`src/rtl/aurora_tx_rr_arbiter.sv`:
```
// rtl/aurora_tx_rr_arbiter.sv - packet-level round-robin arbiter feeding one Aurora 8b10b TX channel
// Each granted packet is preceded by a header beat tagging its source index for the far-end demux.
module aurora_tx_rr_arbiter #(
    parameter int          NUM_SRC    = 4,
    parameter int          DATA_WIDTH = 32,
    parameter int          MAX_BEATS  = 256,
    parameter logic [15:0] HDR_MAGIC  = 16'hA55A
) (
    input  logic                            sys_clk_i,
    input  logic                            rst_i,
    input  logic                            channel_up_i,
    input  logic [NUM_SRC*DATA_WIDTH-1:0]   s_tdata_i,
    input  logic [NUM_SRC*DATA_WIDTH/8-1:0] s_tkeep_i,
    input  logic [NUM_SRC-1:0]              s_tlast_i,
    input  logic [NUM_SRC-1:0]              s_tvalid_i,
    output logic [NUM_SRC-1:0]              s_tready_o,
    output logic [DATA_WIDTH-1:0]           m_axi_tx_tdata_o,
    output logic [DATA_WIDTH/8-1:0]         m_axi_tx_tkeep_o,
    output logic                            m_axi_tx_tlast_o,
    output logic                            m_axi_tx_tvalid_o,
    input  logic                            m_axi_tx_tready_i,
    output logic [NUM_SRC-1:0]              grant_o,
    output logic                            err_oversize_o,
    output logic                            err_link_down_o,
    output logic [31:0]                     pkt_cnt_o,
    output logic [15:0]                     drop_cnt_o
);

    localparam int KEEP_W = DATA_WIDTH / 8;
    localparam int IDX_W  = (NUM_SRC > 1) ? $clog2(NUM_SRC) : 1;
    localparam int BCNT_W = (MAX_BEATS > 1) ? $clog2(MAX_BEATS) : 1;

    localparam logic [IDX_W:0]       NUM_SRC_W  = (IDX_W+1)'(NUM_SRC);
    localparam logic [IDX_W-1:0]     LAST_IDX   = IDX_W'(NUM_SRC - 1);
    localparam logic [BCNT_W-1:0]    BEAT_LIMIT = BCNT_W'(MAX_BEATS - 1);
    localparam logic [NUM_SRC-1:0]   GRANT_LSB  = NUM_SRC'(1);

    typedef enum logic [1:0] {
        ST_IDLE  = 2'd0,
        ST_HDR   = 2'd1,
        ST_DATA  = 2'd2,
        ST_DRAIN = 2'd3
    } state_t;

    state_t r_state;
    state_t w_state_nxt;

    logic [IDX_W-1:0]      r_grant_idx;
    logic [IDX_W-1:0]      r_last_grant;
    logic [NUM_SRC-1:0]    r_grant;
    logic [BCNT_W-1:0]     r_beat_cnt;
    logic [31:0]           r_pkt_cnt;
    logic [15:0]           r_drop_cnt;
    logic                  r_err_oversize;
    logic                  r_err_link_down;

    logic [IDX_W-1:0]      w_win_idx;
    logic                  w_win_found;
    logic [DATA_WIDTH-1:0] w_src_tdata;
    logic [KEEP_W-1:0]     w_src_tkeep;
    logic                  w_src_tvalid;
    logic                  w_src_tlast;
    logic [DATA_WIDTH-1:0] w_hdr;
    logic                  w_beat_max;
    logic                  w_hs;
    logic                  w_link_drop;
    logic                  w_pkt_done;
    logic                  w_oversize;
    logic                  w_drain_done;

    // Scan starts one past the previous owner so a busy source cannot win twice while others wait.
    always_comb begin
        logic [IDX_W:0] v_cand;
        v_cand      = '0;
        w_win_found = 1'b0;
        w_win_idx   = '0;
        for (int i = 1; i <= NUM_SRC; i++) begin
            v_cand = {1'b0, r_last_grant} + (IDX_W+1)'(i);
            if (v_cand >= NUM_SRC_W) begin
                v_cand = v_cand - NUM_SRC_W;
            end
            if (!w_win_found && s_tvalid_i[v_cand[IDX_W-1:0]]) begin
                w_win_found = 1'b1;
                w_win_idx   = v_cand[IDX_W-1:0];
            end
        end
    end

    assign w_src_tdata  = s_tdata_i[r_grant_idx*DATA_WIDTH +: DATA_WIDTH];
    assign w_src_tkeep  = s_tkeep_i[r_grant_idx*KEEP_W +: KEEP_W];
    assign w_src_tvalid = s_tvalid_i[r_grant_idx];
    assign w_src_tlast  = s_tlast_i[r_grant_idx];
    assign w_hdr        = DATA_WIDTH'({HDR_MAGIC, 8'(r_grant_idx), 8'h00});
    assign w_beat_max   = (r_beat_cnt == BEAT_LIMIT);

    assign w_hs         = m_axi_tx_tvalid_o & m_axi_tx_tready_i;
    assign w_link_drop  = ((r_state == ST_HDR) || (r_state == ST_DATA)) && !channel_up_i;
    assign w_pkt_done   = (r_state == ST_DATA) && w_hs && w_src_tlast;
    assign w_oversize   = (r_state == ST_DATA) && w_hs && w_beat_max && !w_src_tlast;
    assign w_drain_done = (r_state == ST_DRAIN) && w_src_tvalid && w_src_tlast;

    always_ff @(posedge sys_clk_i or posedge rst_i) begin
        if (rst_i) begin
            r_state <= ST_IDLE;
        end else begin
            r_state <= w_state_nxt;
        end
    end

    always_comb begin
        w_state_nxt = r_state;
        case (r_state)
            ST_IDLE: begin
                if (channel_up_i && w_win_found) begin
                    w_state_nxt = ST_HDR;
                end
            end
            ST_HDR: begin
                if (w_link_drop) begin
                    w_state_nxt = ST_DRAIN;
                end else if (w_hs) begin
                    w_state_nxt = ST_DATA;
                end
            end
            ST_DATA: begin
                if (w_link_drop) begin
                    w_state_nxt = ST_DRAIN;
                end else if (w_pkt_done) begin
                    w_state_nxt = ST_IDLE;
                end else if (w_oversize) begin
                    w_state_nxt = ST_DRAIN;
                end
            end
            ST_DRAIN: begin
                if (w_drain_done) begin
                    w_state_nxt = ST_IDLE;
                end
            end
            default: w_state_nxt = ST_IDLE;
        endcase
    end

    // Link loss masks tvalid/tready in the same cycle so no beat slips through after channel_up falls.
    always_comb begin
        m_axi_tx_tdata_o  = '0;
        m_axi_tx_tkeep_o  = '0;
        m_axi_tx_tlast_o  = 1'b0;
        m_axi_tx_tvalid_o = 1'b0;
        s_tready_o        = '0;
        case (r_state)
            ST_HDR: begin
                m_axi_tx_tdata_o  = w_hdr;
                m_axi_tx_tkeep_o  = '1;
                m_axi_tx_tvalid_o = channel_up_i;
            end
            ST_DATA: begin
                m_axi_tx_tdata_o  = w_src_tdata;
                m_axi_tx_tkeep_o  = w_src_tkeep;
                m_axi_tx_tlast_o  = w_src_tlast | w_beat_max;
                m_axi_tx_tvalid_o = w_src_tvalid & channel_up_i;
                s_tready_o[r_grant_idx] = m_axi_tx_tready_i & channel_up_i;
            end
            ST_DRAIN: begin
                s_tready_o[r_grant_idx] = 1'b1;
            end
            default: begin
            end
        endcase
    end

    always_ff @(posedge sys_clk_i or posedge rst_i) begin
        if (rst_i) begin
            r_grant_idx     <= '0;
            r_last_grant    <= LAST_IDX;
            r_grant         <= '0;
            r_beat_cnt      <= '0;
            r_pkt_cnt       <= '0;
            r_drop_cnt      <= '0;
            r_err_oversize  <= 1'b0;
            r_err_link_down <= 1'b0;
        end else begin
            r_err_oversize  <= w_oversize;
            r_err_link_down <= w_link_drop;

            if ((r_state == ST_IDLE) && (w_state_nxt == ST_HDR)) begin
                r_grant_idx <= w_win_idx;
                r_grant     <= GRANT_LSB << w_win_idx;
            end else if (w_pkt_done || w_drain_done) begin
                r_last_grant <= r_grant_idx;
                r_grant      <= '0;
            end

            if ((r_state == ST_HDR) && w_hs) begin
                r_beat_cnt <= '0;
            end else if ((r_state == ST_DATA) && w_hs) begin
                r_beat_cnt <= r_beat_cnt + 1'b1;
            end

            if (w_pkt_done) begin
                r_pkt_cnt <= r_pkt_cnt + 32'd1;
            end

            if ((w_oversize || w_link_drop) && (r_drop_cnt != 16'hFFFF)) begin
                r_drop_cnt <= r_drop_cnt + 16'd1;
            end
        end
    end

    assign grant_o         = r_grant;
    assign err_oversize_o  = r_err_oversize;
    assign err_link_down_o = r_err_link_down;
    assign pkt_cnt_o       = r_pkt_cnt;
    assign drop_cnt_o      = r_drop_cnt;

endmodule

```
`config.mk`:
```
export PLATFORM = sky130hd
export DESIGN_NAME = aurora_tx_rr_arbiter
export DESIGN_NICKNAME = d
export VERILOG_FILES = /design/src/rtl/aurora_tx_rr_arbiter.sv
export SDC_FILE = /design/constraint.sdc
export NUM_CORES = 1
export LEC_CHECK = 0
export ABC_AREA = 1
export CAP_MARGIN = 25
export CORE_MARGIN = 1.5
export CORE_UTILIZATION = 46
export CTS_BUF_LIST = sky130_fd_sc_hd__clkbuf_4 sky130_fd_sc_hd__clkbuf_8
export DETAILED_ROUTE_END_ITERATION = 10
export HOLD_SLACK_MARGIN = 0.06
export PLACE_DENSITY = 0.89
export SLEW_MARGIN = 20
export SYNTH_ARGS = -nofsm -noshare
export SYNTH_HDL_FRONTEND = slang
export SYNTH_SLANG_ARGS = --single-unit
```
`constraint.sdc`:
```
create_clock -name sys_clk_i -period 3.9 [get_ports sys_clk_i]
set_clock_uncertainty 0.1 [all_clocks]
set_input_delay 1.17 -clock sys_clk_i [delete_from_list [all_inputs] [get_ports sys_clk_i]]
set_output_delay 1.17 -clock sys_clk_i [all_outputs]
set_load 0.005 [all_outputs]
```
==> reports/metrics.cfg <==
[clocking]
cts_buffers = 9
cts.sinks = 68
htreeDepth = 3
hold_buffers = 0
cts-root-buf = clkbuf_8
cts_tree = built
clockBufferDepth = 2
clkLatencyLatePin_ns = 0.35
clk_pin_slew_worst_paths_ns = 0.07

[timing]
hold_slack_ns = 0.398
rsz0062_at_grt = yes
max_freq_mhz = 257
finalCritPeriodShare = 0.997
period_needed_ns = 3.89
worstMarginPinSlew_ns = 0.834
maxSlewHeadroom = 0.444
finalHoldViolCount = 0
slew_viol_final = 0
setup-violations-final = 0

[setup_path]
cp-end-kind = output pin
crit_path_start_kind = primary input
crit_path_max_incr_delay_ns = 0.54
worst-path-buf-inv = 3
ff2ff_setup_slack_ns = 0.98
cp_data_arrival_time_ns = 2.62
path_max_fanout = 1
cp_top_family = buffers and inverters
critPathKind = primary input to output pin
worstPathCellList = clkdlybuf4s50_1 > inv_1 > o2bb2ai_2 > a221oi_1 > o22ai_1 > clkdlybuf4s50_1
cpMostUsedCell = clkdlybuf4s50_1
slowest_stage = clkdlybuf4s50_1
cp_data_required_time_ns = 2.63

[die]
die_h_um = 109
initial_core_util = 0.474
rows = 38
pin_count = 252
core-area_mm2 = 0.0109
die_w_um = 109
die_area_mm2 = 0.0119

[finish]
multiInputGateArea_mm2 = 0.00305
final_cell_count_no_fill = 1139
n_antenna_cell = 0
syn_to_final_growth_pct = 56.3
final_common_cell = clkdlybuf4s50_1
regArea_mm2 = 0.00170
final_cell_mix = 243 x clkdlybuf4s50_1, 218 x nand2_1, 75 x inv_1, 66 x dfrtp_1, 54 x nand3_1
fill_cells = 888
drive_above_1_share = 0.0621
nets = 1157

[detailed_routing]
dr.first_iter.drc_count = 440
drtPass1Iterations = 7
ant_nets = 0
wl_per_cell_um = 16.7
viasPerCell = 5.54
drt-total-wl_um = 19000
drc = 0
num_vias = 6305

[place]
port_buffers = 251
gp_congestion = 0.965
hpwl_um = 14900
place_inst = 1123

[yosys]
synth_xor_area_frac = 0.0642
yosysWarnings = 0
synth_cell_type_count = 42
synth_top_area_frac = 0.319
synth_top_family_by_area = simple AND/OR/NAND/NOR gates
synth_compound_area_frac = 0.172
syn_area_per_cell_um2 = 6.97
ys.flop_type = dfrtp_1
synthMuxAreaShare = 0
synth_area_mm2 = 0.00518
async_flop_share = 1.00
synthAdderAreaFrac = 0.0169
synthSimpleGateAreaFrac = 0.330
synth_cells = 744
syn_nets = 907
ys_ff_latch = 68
synth_seq_area_share = 0.329
synth.area.top_cells = dfrtp_1 32%, nand2_1 16%, inv_1 5.5%
synth-edff-count = 0
yosysTopAreaCell = dfrtp_1

[grt]
grt_max_degree = 69
grt_usage = 0.322
grt_overflow = 0
grt_pass1_vias = 5915
grt_pass1_wl_um = 29600
antenna_found_initial = 0

[min_path]
min_path_type = flip-flop to flip-flop

[power_and_ir_drop]
peakVddDrop_mv = 0.383
power.share.clock = 0.152
power.switching_w = 0.00177
power.share.switching = 0.437
power_frac_seq = 0.244
p_leak_nw = 3.59
power_frac_comb = 0.604
internal_power_w = 0.00227
p_per_area_mw_per_mm2 = 498

[run_status]
status = finished, final reports clean

[flow_run]
drv_cap = 0

==> cells by family (layout without fill, tap and decap cells) <==
group / Yosys count / count (layout)
adder cells (fa/ha/maj): 7 / 7
AND/OR/NAND/NOR: 384 / 384
AO/OA/AOI/OAI: 136 / 136
XOR/XNOR: 38 / 38
flip-flops: 68 / 68
buffers and inverters: 111 / 366
==> worst paths after layout <==
path	start	endpoint	cells after the start
hold / removal	r_last_grant[1]$_DFFE_PP1P_	r_last_grant[1]$_DFFE_PP1P_	2
setup / recovery	s_tdata_i[104]	m_axi_tx_tdata_o[8]	6
max in group asynchronous	rst_i	r_grant_idx[0]$_DFFE_PP0P_	3
setup reg to reg	r_grant_idx[1]$_DFFE_PP0P_	drop_cnt_o[3]$_DFFE_PP0P_	13
hold reg to reg	r_last_grant[1]$_DFFE_PP1P_	r_last_grant[1]$_DFFE_PP1P_	2
min in group asynchronous	rst_i	pkt_cnt_o[26]$_DFFE_PP0P_	3
==> state kept, by name (all words and copies together) (netlist names) <==
name	count
err_link_down_o	1
r_grant_idx	2
drop_cnt_o	16
r_last_grant	2
r_beat_cnt	8
err_oversize_o	1
r_state	2
grant_o	4
pkt_cnt_o	32
==> cell type report <==
type,instances,area share
timing repair buffer,268,0.328
sequential,68,0.210
tap,140,0.0216
clock inverter,2,0.00432
inverter,82,0.0386
clock buffer,14,0.0215
multi-input combinational,565,0.376
==> synth_stat cells, types with 2 or more instances <==
master	number
buf_2	6
xnor2_1	16
a21oi_1	13
nor2_2	4
a31oi_1	23
o2bb2ai_1	14
a221oi_1	14
dfrtp_1	66
o21ai_0	39
buf_4	2
xor2_1	22
nor3_1	23
o22ai_1	3
nand2_1	220
dfstp_2	2
nand3b_1	4
nor2_8	2
nor4_1	8
o21ai_1	4
nor3b_1	2
nor2_1	40
ha_1	7
inv_1	76
nand3_1	54
or2_2	2
nand3_2	2
inv_2	3
nand4_1	19
a22oi_1	22
nand2_2	2
clkbuf_1	15
buf_6	3
buf_1	3
==> worst min-delay path, cell delays in order, from the launching register on <==
cell	delay (ns)
dfstp_2	0.39
nand2_1	0.06
nand2_1	0.04
==> what timing repair did <==
| item | in CTS | in global routing |
|---|---|---|
| buffers inserted | 0 | 0 |
| endpoints found under the setup margin | 6 | 16 |
| resized for setup | 4 | 18 |
==> per-layer routing <==
| layer | GRT usage | routed length (um) | share of wire |
|---|---|---|---|
| met1 | 0.419 | 8000 | 0.42 |
| met4 | 0.0993 | 435 | 0.023 |
| met3 | 0.117 | 2090 | 0.11 |
| met5 | 0 | 0 | 0 |
| met2 | 0.500 | 8500 | 0.45 |
==> power by group through the flow <==
stage / logic [W] / clock network, W / registers (W)
after global routing: 0.00267 / 0.000649 / 0.00100
after detailed placement: 0.00239 / 0 / 0.000992
after global placement: 0.00235 / 0 / 0.000986
after CTS: 0.00241 / 0.000619 / 0.000980
final: 0.00244 / 0.000615 / 0.000984
after floorplan: 0.00140 / 0 / 0.000959
==> stage by stage <==
stage	area (um2)	setup TNS, ns	setup WS [ns]	util	total power (W)
after floorplan	5180	0	0.922	-	0.00236
after global placement	7850	-0.120	-0.120	0.718	0.00333
after detailed placement	7850	-0.182	-0.157	0.718	0.00338
after CTS	8070	0	0.0167	0.738	0.00401
after global routing	8100	-0.0125	-0.00657	0.741	0.00432
final	8100	0	0.0128	0.741	0.00404
No activity file was read; power rests on OpenSTA's default activity.
==> RTL edit: new RTL, same settings <==
Reset style: synchronous (`rst_i`), changed in 2 clocked blocks.
--- a/src/rtl/aurora_tx_rr_arbiter.sv
+++ b/src/rtl/aurora_tx_rr_arbiter.sv
@@ -100,5 +100,5 @@
     assign w_drain_done = (r_state == ST_DRAIN) && w_src_tvalid && w_src_tlast;
 
-    always_ff @(posedge sys_clk_i or posedge rst_i) begin
+    always_ff @(posedge sys_clk_i) begin
         if (rst_i) begin
             r_state <= ST_IDLE;
@@ -169,5 +169,5 @@
     end
 
-    always_ff @(posedge sys_clk_i or posedge rst_i) begin
+    always_ff @(posedge sys_clk_i) begin
         if (rst_i) begin
             r_grant_idx     <= '0;
Check against the original RTL: differs if rst_i is asserted again (counterexample within 4 cycles, from zero or initial values and one cycle with rst_i high); with rst_i held inactive, the same outputs for 10 cycles.
==> RTL edit against the original RTL <==
- area after synthesis decreased by 1.6%
- setup slack better by 0.054 ns
- design area shrank 1.3%
- register-to-register slack about the same
- count of clock-buffer cells in the layout down 3
- wire length is 4.5% higher
- sequential cell count did not move
- core utilization decreased by 0.35 points
- critical endpoint is now m_axi_tx_tdata_o[2]
- largest cell class unchanged
Power is not compared: it rests on default switching activity, and its combinational part moved more than twofold at a synthesized area within 25%.
==> RTL edit: results (changes against the original RTL) <==
Gr usage total -> 0.3280 (+0.005788)
Vias in the first global route -> 6176 (+4.4%)
Final-stage net count -> 1231 (+6.4%)
Fill cell count -> 914 (+2.9%)
Routed len/inst -> 16.37 um (-1.9%)
First-pass GRT wire length -> 30450 um (+2.7%)
Critical Path Fanout Max -> 1 (unchanged)
Compound-Gate Fraction of Synth Area -> 0.1938 (+0.02220)
Synth Area in Adders -> 0.01717 (+0.0002776)
Unique masters post-synth -> 40 (-4.8%)
Met2 global-route usage -> 0.5588 (+0.05877)
Routed length on met1 -> 8192 um (+2.4%)
Pin count of the biggest net entering global routing -> 48 (-30%)
Synth area leaders -> dfxtp_1 (27%), nand2_1 (18%), nand3_1 (7.7%)
Rel. slew slack -> 0.4896 (+0.04563)
Status -> complete, no violations
Syn Nets -> 988 (+8.9%)
Metal2 WL -> 9098 um (+7.0%)
Setup bufs post-CTS -> 0 (unchanged)
Post_cts resized -> 14 (+10)
Post-Synth XOR/XNOR Area -> 0.06009 (-0.004096)
Post-DP HPWL -> 14870 um (-0.46%)
Met3 global-route usage -> 0.08800 (-0.02915)
Pre-CTS setup slack -> -0.1348 ns (+0.02179 ns)
GPL Wtd Cong -> 0.9702 (+0.56%)
Met3 wire len -> 1993 um (-4.4%)
Met1 Use GR -> 0.4000 (-0.01882)
Drt pass-1 iters -> 5 (-2)
Seq/Total Area, Yosys -> 0.2669 (-0.06181)
Layout cells sized above 1 -> 0.05871 (-0.003348)
Via count -> 6720 (+6.6%)
Synth top cells by count -> nand2_1 (245), nand3_1 (78), a21oi_1 (75)
CTS HTree Levels -> 3 (unchanged)
Initial antenna violation count -> 1 (+1)
FFs w/ async S/R, synth -> 0 (-1.000)
Top_reg_cell synth -> dfxtp_1
Crit path DAT -> 2.56 ns (-0.06 ns)
Clock transition at path regs -> 0.08 ns
Iteration-0 DRC Markers -> 698 (+59%)
-- RTL edit: stage by stage --
stage | std cells | hold slack [ns] | TNS (ns)
finish | 1214 | 0.3794 | 0
global route | 1214 | 0.4120 | 0
CTS | 1213 | 0.3781 | 0
detailed placement | 1197 | 0.3674 | -0.6925
global placement | 1197 | 0.3614 | -0.4993
floorplan | 825 | 0.3493 | 0
-- RTL edit: kinds of logic after synthesis --
| group | count (synthesis) |
|---|---|
| xor gates and xnor gates | 35 |
| and+or+nand+nor | 442 |
| adders and majority gates | 7 |
| DFF | 68 |
| AOI/OAI and AO/OA | 167 |
| buffers and inverters | 106 |
-- RTL edit: power by group --
part	switching (mW)	internal (mW)	total, mW
Sequential	0.0263	0.717	0.743
Clock	0.290	0.267	0.557
Combinational	0.540	0.440	0.981
-- RTL edit: critical path, cell delays in order --
cell and delay, ns:
clkdlybuf4s50_1 0.48, nand3_1 0.10, a31oi_2 0.27, clkdlybuf4s50_1 0.55
-- RTL edit: path summary, 6_finish.rpt --
| path | from | endpoint | slack, ns | cells after the start |
|---|---|---|---|---|
| max reg2reg | r_grant_idx[1] | drop_cnt_o[3] | 0.98 | 14 |
| max | s_tdata_i[66] | m_axi_tx_tdata_o[2] | 0.07 | 4 |
| min | r_beat_cnt[2] | r_beat_cnt[2] | 0.38 | 2 |
| min reg2reg | r_beat_cnt[2] | r_beat_cnt[2] | 0.38 | 2 |
-- RTL edit: final cells by class --
cell class	count	area, um^2	share of cell area
antenna	1	2.502	0.0003130
clock buffer	11	151.4	0.01894
clock inverter	5	35.03	0.004382
inverter	64	242.7	0.03036
multi-input combinational	651	3319	0.4152
sequential	68	1364	0.1706
tap	140	175.2	0.02191
timing repair buffer	274	2705	0.3383
